File: src/rtl/rf_multiport_if.sv
// Decode/writeback bus of the multi-port register file: read ports, two write ports,
// issue strobe and the scoreboard outputs.
interface rf_multiport_if #(
  parameter int unsigned DATA_W = 32,
  parameter int unsigned ADDR_W = 5,
  parameter int unsigned NUM_RD = 2
) ();
  logic [NUM_RD*ADDR_W-1:0] ra;
  logic [NUM_RD*DATA_W-1:0] q;
  logic [NUM_RD-1:0]        q_busy;
  logic                     we0;
  logic [ADDR_W-1:0]        rw0;
  logic [DATA_W-1:0]        rd0;
  logic                     we1;
  logic [ADDR_W-1:0]        rw1;
  logic [DATA_W-1:0]        rd1;
  logic                     iss_en;
  logic [ADDR_W-1:0]        iss_rw;
  logic [ADDR_W:0]          busy_cnt;

  modport master (
    output ra, we0, rw0, rd0, we1, rw1, rd1, iss_en, iss_rw,
    input  q, q_busy, busy_cnt
  );

  modport slave (
    input  ra, we0, rw0, rd0, we1, rw1, rd1, iss_en, iss_rw,
    output q, q_busy, busy_cnt
  );
endinterface

File: src/rtl/rf_multiport.sv
// Multi-port register file with busy scoreboard; r0 reads as zero.
// Optional same-cycle write->read bypass enabled by defining RF_BYPASS_EN.
module rf_multiport #(
  parameter int unsigned DATA_W = 32,
  parameter int unsigned ADDR_W = 5,
  parameter int unsigned NUM_RD = 2
) (
  input logic          clk,
  input logic          reset,
  rf_multiport_if.slave bus
);
  localparam int unsigned Depth = 2 ** ADDR_W;

  logic [DATA_W-1:0] regs_q [Depth];
  logic [DATA_W-1:0] regs_d [Depth];
  logic [Depth-1:0]  busy_q, busy_d;
  logic [ADDR_W:0]   busy_cnt_q, busy_cnt_d;

  logic [NUM_RD*DATA_W-1:0] q_all;
  logic [NUM_RD-1:0]        q_busy_all;
  logic [ADDR_W-1:0]        ra_k;

  always_comb begin
    regs_d = regs_q;
    // Port 1 is applied last so it wins a same-address collision.
    if (bus.we0 && bus.rw0 != '0) regs_d[bus.rw0] = bus.rd0;
    if (bus.we1 && bus.rw1 != '0) regs_d[bus.rw1] = bus.rd1;
  end

  always_comb begin
    busy_d = busy_q;
    if (bus.we0 && bus.rw0 != '0) busy_d[bus.rw0] = 1'b0;
    if (bus.we1 && bus.rw1 != '0) busy_d[bus.rw1] = 1'b0;
    // Issue after clear: a new producer in flight keeps the entry busy.
    if (bus.iss_en && bus.iss_rw != '0) busy_d[bus.iss_rw] = 1'b1;
    busy_d[0] = 1'b0;
  end

  always_comb begin
    busy_cnt_d = '0;
    for (int i = 1; i < Depth; i++) begin
      busy_cnt_d = busy_cnt_d + {{ADDR_W{1'b0}}, busy_d[i]};
    end
  end

  always_ff @(posedge clk) begin
    if (reset) begin
      for (int i = 0; i < Depth; i++) regs_q[i] <= '0;
      busy_q     <= '0;
      busy_cnt_q <= '0;
    end else begin
      regs_q     <= regs_d;
      busy_q     <= busy_d;
      busy_cnt_q <= busy_cnt_d;
    end
  end

  always_comb begin
    q_all      = '0;
    q_busy_all = '0;
    ra_k       = '0;
    for (int k = 0; k < NUM_RD; k++) begin
      ra_k                       = bus.ra[k*ADDR_W +: ADDR_W];
      q_all[k*DATA_W +: DATA_W] = regs_q[ra_k];
      q_busy_all[k]              = busy_q[ra_k];
`ifdef RF_BYPASS_EN
      if (bus.we0 && bus.rw0 == ra_k) begin
        q_all[k*DATA_W +: DATA_W] = bus.rd0;
        q_busy_all[k]              = 1'b0;
      end
      if (bus.we1 && bus.rw1 == ra_k) begin
        q_all[k*DATA_W +: DATA_W] = bus.rd1;
        q_busy_all[k]              = 1'b0;
      end
`endif
      if (ra_k == '0) begin
        q_all[k*DATA_W +: DATA_W] = '0;
        q_busy_all[k]              = 1'b0;
      end
    end
  end

  assign bus.q        = q_all;
  assign bus.q_busy   = q_busy_all;
  assign bus.busy_cnt = busy_cnt_q;
endmodule

File: src/flat_wrapper.sv
// flat-port wrapper written by rule: the top's interface ports become plain ports
module rf_multiport_flat 
#(
  parameter int unsigned DATA_W = 32,
  parameter int unsigned ADDR_W = 5,
  parameter int unsigned NUM_RD = 2
)
  (clk, reset, bus_ra, bus_we0, bus_rw0, bus_rd0, bus_we1, bus_rw1, bus_rd1, bus_iss_en, bus_iss_rw, bus_q, bus_q_busy, bus_busy_cnt);
  rf_multiport_if #(.DATA_W(DATA_W), .ADDR_W(ADDR_W), .NUM_RD(NUM_RD)) bus_i ();
  input logic clk;
  input logic reset;
  input wire logic [$bits(bus_i.ra)-1:0] bus_ra;
  input wire logic [$bits(bus_i.we0)-1:0] bus_we0;
  input wire logic [$bits(bus_i.rw0)-1:0] bus_rw0;
  input wire logic [$bits(bus_i.rd0)-1:0] bus_rd0;
  input wire logic [$bits(bus_i.we1)-1:0] bus_we1;
  input wire logic [$bits(bus_i.rw1)-1:0] bus_rw1;
  input wire logic [$bits(bus_i.rd1)-1:0] bus_rd1;
  input wire logic [$bits(bus_i.iss_en)-1:0] bus_iss_en;
  input wire logic [$bits(bus_i.iss_rw)-1:0] bus_iss_rw;
  output wire logic [$bits(bus_i.q)-1:0] bus_q;
  output wire logic [$bits(bus_i.q_busy)-1:0] bus_q_busy;
  output wire logic [$bits(bus_i.busy_cnt)-1:0] bus_busy_cnt;
  assign bus_i.ra = bus_ra;
  assign bus_i.we0 = bus_we0;
  assign bus_i.rw0 = bus_rw0;
  assign bus_i.rd0 = bus_rd0;
  assign bus_i.we1 = bus_we1;
  assign bus_i.rw1 = bus_rw1;
  assign bus_i.rd1 = bus_rd1;
  assign bus_i.iss_en = bus_iss_en;
  assign bus_i.iss_rw = bus_iss_rw;
  assign bus_q = bus_i.q;
  assign bus_q_busy = bus_i.q_busy;
  assign bus_busy_cnt = bus_i.busy_cnt;
  rf_multiport #(.DATA_W(DATA_W), .ADDR_W(ADDR_W), .NUM_RD(NUM_RD)) u_core (.clk(clk), .reset(reset), .bus(bus_i));
endmodule
File: config.mk
export PLATFORM = sky130hd
export DESIGN_NAME = rf_multiport_flat
export DESIGN_NICKNAME = d
export VERILOG_FILES = /design/src/rtl/rf_multiport_if.sv /design/src/rtl/rf_multiport.sv /design/src/flat_wrapper.sv
export SDC_FILE = /design/constraint.sdc
export NUM_CORES = 2
export LEC_CHECK = 0
export CORE_MARGIN = 4
export CORE_UTILIZATION = 30
export DETAILED_ROUTE_END_ITERATION = 7
export HOLD_SLACK_MARGIN = 0.12
export PLACE_DENSITY = 0.55
export SETUP_SLACK_MARGIN = 0.3
export SLEW_MARGIN = 20
export SYNTH_ARGS = -nofsm -noshare
export SYNTH_HDL_FRONTEND = slang
export SYNTH_SLANG_ARGS = --single-unit
File: constraint.sdc
create_clock -name clk -period 10.2 [get_ports clk]
set_input_delay 2.55 -clock clk [delete_from_list [all_inputs] [get_ports clk]]
set_output_delay 2.55 -clock clk [all_outputs]
set_load 0.005 [all_outputs]
# Word-level counts from Yosys, hierarchy flattened
# Cells that the tools add are included.
# Widths: inputs -> output; s select.
[classes]
order_cmp = 14
bitwise_logic = 9
n_shift = 0
multipliers = 0
addsub = 30
n_mux = 31
reduce_logical = 13
n_eq_ne = 0
n_div = 0
[ops]
columns = ["operator", "count"]
rows = [
  ["$bwmux 1024", 2],
  ["$mux 1024", 2],
  ["$mux 32", 11],
  ["$bmux 32 s5", 2],
  ["$demux 32 s5", 2],
  ["$add 6x1->6", 29],
  ["$and 32x32->32", 2],
  ["$not 32->32", 2],
  ["$or 32x32->32", 1],
  ["$lt 5x6->1 const B", 5],
  ["$ge 6x6->1 const B", 4],
  ["$not 5->6", 4],
  ["$demux 1 s5", 3],
  ["$ge 5x1->1 const B", 3],
  ["$reduce_bool 5->1", 3],
  ["$lt 6x1->1 const B", 2],
  ["$bmux 1 s5", 2],
  ["$logic_not 5->1", 2],
  ["$logic_and 1x1->1", 8],
  ["$mux 1", 7],
  ["$add 1x1->2", 1],
]
[totals]
latchBits = 0
word_cells = 132
mem_bits_ro = 0
mem_bits_rw = 0
in_bits = 94
ff_bits = 1062
out_inout_bits = 72
n_memories = 0

# Longest topological paths before layout
[logic_depth]
ltp_word = 41
depth_mapped = 22
ltp_nobuf = 19

# Worst setup path after synthesis
# OpenSTA, ideal clock, no wires.
[synth_timing]
path_type = "input to register"
startpoint = "input port bus_rw0[3]"
endpoint = "register u_core.busy_cnt_q[4], in the netlist u_core.bus.busy_cnt[4]"
t_arrival_ns = 7.801
stages = 20
n_path_buf = 2
setup_time_ns = 0.128
slack_ns = 2.271
required_ns = 10.072
path_cell_list = "buf_2 and4b_1 nand2_2 buf_1 a32oi_1 fa_1 fa_1 fa_1 inv_1 fa_1 inv_1 fa_1 fa_1 inv_1 ha_1 fa_1 a21o_1 a21oi_1 xor2_1 nor2_1"
[synth_between]
elab_chain_len = 41
word_cells_on_any_way = 44
cone_classes = "30 x add/sub; 2 x order compare; 5 x mux; 4 x bitwise; 3 x reduce/logical"
[synth_lines]
columns = ["item", "line_no", "source"]
rows = [
  ["from (decl)", "flat_wrapper.sv:14", "input wire logic [$bits(bus_i.rw0)-1:0] bus_rw0;"],
  ["$lt 5x6->1 (implied by the code) or $ge 5x1->1 (tied branches)", "rf_multiport.sv:32", "if (bus.we0 && bus.rw0 != '0) busy_d[bus.rw0] = 1'b0;"],
  ["$logic_and 1x1->1 (implied by the code)", "rf_multiport.sv:32", ""],
  ["$mux 1 (implied by the code)", "rf_multiport.sv:32", ""],
  ["$demux 1 s5", "-", ""],
  ["$not 32->32 (no line)", "-", ""],
  ["$and 32x32->32 (no line)", "-", ""],
  ["$mux 32 *", "rf_multiport.sv:32", ""],
  ["$and 32x32->32 (no line)", "-", ""],
  ["$mux 32 *", "rf_multiport.sv:33", "if (bus.we1 && bus.rw1 != '0) busy_d[bus.rw1] = 1'b0;"],
  ["$or 32x32->32 (no line)", "-", ""],
  ["$mux 32 *", "rf_multiport.sv:35", "if (bus.iss_en && bus.iss_rw != '0) busy_d[bus.iss_rw] = 1'b1;"],
  ["$add 1x1->2", "rf_multiport.sv:42", "busy_cnt_d = busy_cnt_d + {{ADDR_W{1'b0}}, busy_d[i]};"],
  ["$add 6x1->6 (28 in series)", "rf_multiport.sv:42", ""],
  ["$add 6x1->6 *", "rf_multiport.sv:42", ""],
  ["to (signal assigned)", "rf_multiport.sv:54", "busy_cnt_q <= busy_cnt_d;"],
  ["to (decl)", "rf_multiport.sv:17", "logic [ADDR_W:0] busy_cnt_q, busy_cnt_d;"],
]
# Mark *: on every way between the ends. The rest lies on a longest branch, timed or not.
# A chain may end at the register's enable or synchronous reset.

# Final worst setup path
[layout_timing]
startpoint = "input port bus_ra[8]"
endpoint = "output port bus_q[34]"
[layout_between]
elab_chain_len = 5
word_cells_on_any_way = 6
cone_classes = "4 x mux; 1 x bitwise; 1 x reduce/logical"
[layout_lines]
columns = ["item", "line_no", "source"]
rows = [
  ["from (decl)", "flat_wrapper.sv:12", "input wire logic [$bits(bus_i.ra)-1:0] bus_ra;"],
  ["$not 5->6 (implied by the code)", "rf_multiport.sv:64", "q_all[k*DATA_W +: DATA_W] = regs_q[ra_k];"],
  ["$bmux 32 s5", "rf_multiport.sv:64", ""],
  ["$mux 32 (implied by the code) (2 in series)", "rf_multiport.sv:64", ""],
  ["$mux 32 *", "rf_multiport.sv:76", "if (ra_k == '0) begin"],
  ["to (decl)", "flat_wrapper.sv:21", "output wire logic [$bits(bus_i.q)-1:0] bus_q;"],
]
# Mark *: on every way between the ends. The rest lies on a longest branch, timed or not. The select of a mux whose other input is x is not followed.

==> qor.txt <==
Buffers on Ports -> 165
Fmax -> 113.4 MHz
I/O pin count -> 166
DRT Pass-1 Iters -> 7
Setup WS post-layout -> 1.381 ns
final wirelength -> 360.5 mm
dpl ws -> 1.102 ns
FF+latch count, synth -> 1061
CTS Sinks -> 1061
die extent in x -> 470.1 µm
setup TNS -> 0 ns
status -> completed
register area share after synthesis -> 0.3315
Worst-Skew Late Latency -> 0.81 ns
GPL Wtd Cong -> 0.9204
synthesized area -> 0.06407 mm²
clk buf depth -> 3
Yosys cell types -> 59
critical-path maximum fanout -> 15
Clock Pin Slew Worst Setup and Hold Paths -> 0.06 ns
Leakage -> 0.02311 µW
first-pass GRT wire length -> 499.4 mm
Synth area leader -> dfxtp_1
Via density -> 6.876
fillcell total -> 21560
Area Growth Syn to Fin -> 11.96%
VDD IR max -> 0.1458 mV
Slew Limit Headroom -> 0.1374
Chip Height -> 470.1 µm
wire per inst -> 36.49 µm
Vias -> 67940
grt total ovfl -> 0
largest net degree at the start of global routing -> 217
synth top area cells -> dfxtp_1 33%, mux4_2 16%, a311oi_1 11%, nand2_1 7.0%, nor2_1 6.1%
share of layout cells above drive strength 1 -> 0.1620
most frequent cell after synthesis -> nand2_1
nets -> 7073
Max-cap violations -> 0
Die ar. -> 0.2210 mm²
final-report setup violation count -> 0
Critical R2R Launch -> u_core.busy_q[1]
Final Critical Period -> 8.819 ns
Worst Setup SP -> bus_ra[8]
Syn Area/Cell -> 8.695 µm²
H-tree depth -> 3
unrepaired setup endpoints after global routing -> false
Post-synth ARST share -> 0
top cells by count, synth -> 1198 x nand2_1, 1061 x dfxtp_1, 1040 x nor2_1
Hold Crit Start -> u_core.regs_q[1017]
Hold Fails Final Rpt -> 0
startpoint types -> input port
row cnt -> 169
count of final max-slew check failures -> 0
total CTS buffers -> 114
HPWL reported at the end of detailed placement -> 200.1 mm
number of global-route vias before repair -> 63960
Post-Syn Nets -> 7494
placed cell areas -> 0.06780 mm²
ys flop type -> dfxtp_1
CTS tree -> yes
CTS Hold Bufs -> 0
Root Driver -> clkbuf_16
final period utilization -> 0.8646
Yosys top cell area share -> 0.3315
Power, Total -> 10170 µW
Worst setup EP type -> output pin
Worst-Margin Slew -> 1.294 ns
final instance area -> 0.07173 mm²
GR Util All Layers -> 0.3113
core area -> 0.2123 mm²
Initial Util -> 0.3018
hold crit path type -> flip-flop to flip-flop
CP Class -> input port to output pin
initial antenna violation count -> 33
warnings from Yosys -> 0
CTS resizes -> 0
Worst EP arrival -> 6.27 ns
ANT nets after route -> 0
initial drt markers -> 11860
EDFF count, synth -> 0
setup bufs post-CTS -> 0
Mapped Cells -> 7368
power density over the cells -> 141.8 mW/mm²
Crit path required time -> 7.65 ns
Post-Route Skew -> 0.02199 ns
drt drc -> 0
## worst max-delay path, stage by stage
cell and delay (ns):
buf_2 0.37, buf_4 0.45, nor2_2 0.95, a22oi_1 0.29, a311oi_1 0.75, buf_4 0.27, clkdlybuf4s50_1 0.60
## logic make-up after synthesis
family / count (synthesis) / synth area share
DFF: 1061 / 0.3315
AOI/OAI and AO/OA: 1498 / 0.1902
xor gates and xnor gates: 3 / 0.0004102
and+or+nand+nor: 3060 / 0.2014
adders and majority gates: 32 / 0.008945
muxes: 690 / 0.1990
buffers and inverters: 1024 / 0.06855
## area by class of cell
cell class	count	area [µm²]	share of cell area
flip-flops and latches	1061	21240	0.2961
inverters	46	177.7	0.002477
clock inverters	30	350.3	0.004884
well taps	2821	3530	0.04921
multi-input cells	5283	38890	0.5423
clock buffers	181	3518	0.04905
repair buffers	441	3974	0.05540
diodes	17	42.54	0.0005931
## path summary, 6_finish.rpt
check | to | slack (ns) | cells after the start
worst max-delay path | bus_q[34] | 1.38 | 7
worst min-delay path | u_core.regs_q[1017] | 0.48 | 1
worst max register to register | u_core.bus.busy_cnt[4] | 4.88 | 16
worst min register to register | u_core.regs_q[1017] | 0.48 | 1
## metal layers
| metal | part of all wire | wire length, µm | vias to the layer above | GRT usage |
|---|---|---|---|---|
| met3 | 0.14 | 49890 | 1804 | 0.1083 |
| met2 | 0.41 | 146100 | 6131 | 0.4377 |
| li1 | - | - | 26700 | - |
| met1 | 0.35 | 126300 | 33280 | 0.3728 |
| met5 | 0.00043 | 154 | - | 0 |
| met4 | 0.11 | 38060 | 24 | 0.2792 |
## state kept, by name (all words and copies together) (netlist names)
register,count
u_core.busy_q,31
u_core.regs_q,1024
u_core.bus.busy_cnt,6
## layout by cell type, fill, tap and decap left out, drive strengths merged, types with 3 or more instances in the layout
master,n
and4bb,5
clkbuf,181
dfxtp,1061
a22oi,66
or2,3
nor2,1052
ha,9
nand3,420
a221oi,177
and4b,6
a211oi,186
and2,28
buf,291
bufinv,6
clkdlybuf4s50,150
a32o,13
nor2b,108
mux2i,162
mux2,68
nand2b,11
nand4b,3
nand2,1199
o2111ai,17
mux4,460
nor3,212
inv,46
diode,17
nor4b,3
o21ai,115
a311oi,825
fa,23
a32oi,20
clkinv,22
a21oi,73
## stage by stage
step           hold WS [ns]  std cells    util
2_1_floorplan        0.4509       7368       -
3_3_place_gp         0.4636       9652  0.3194
3_5_place_dp         0.4679       9652  0.3193
4_1_cts              0.4816       9863  0.3376
5_1_grt              0.4937       9867  0.3377
6_report             0.4816       9880  0.3379
## power by group
| part | total, µW | switching, µW | internal, µW |
|---|---|---|---|
| logic | 1400 | 982 | 421 |
| registers | 4290 | 63.8 | 4220 |
| clock network | 4480 | 1980 | 2500 |
Note: power is estimated with default switching activity, not from simulation.
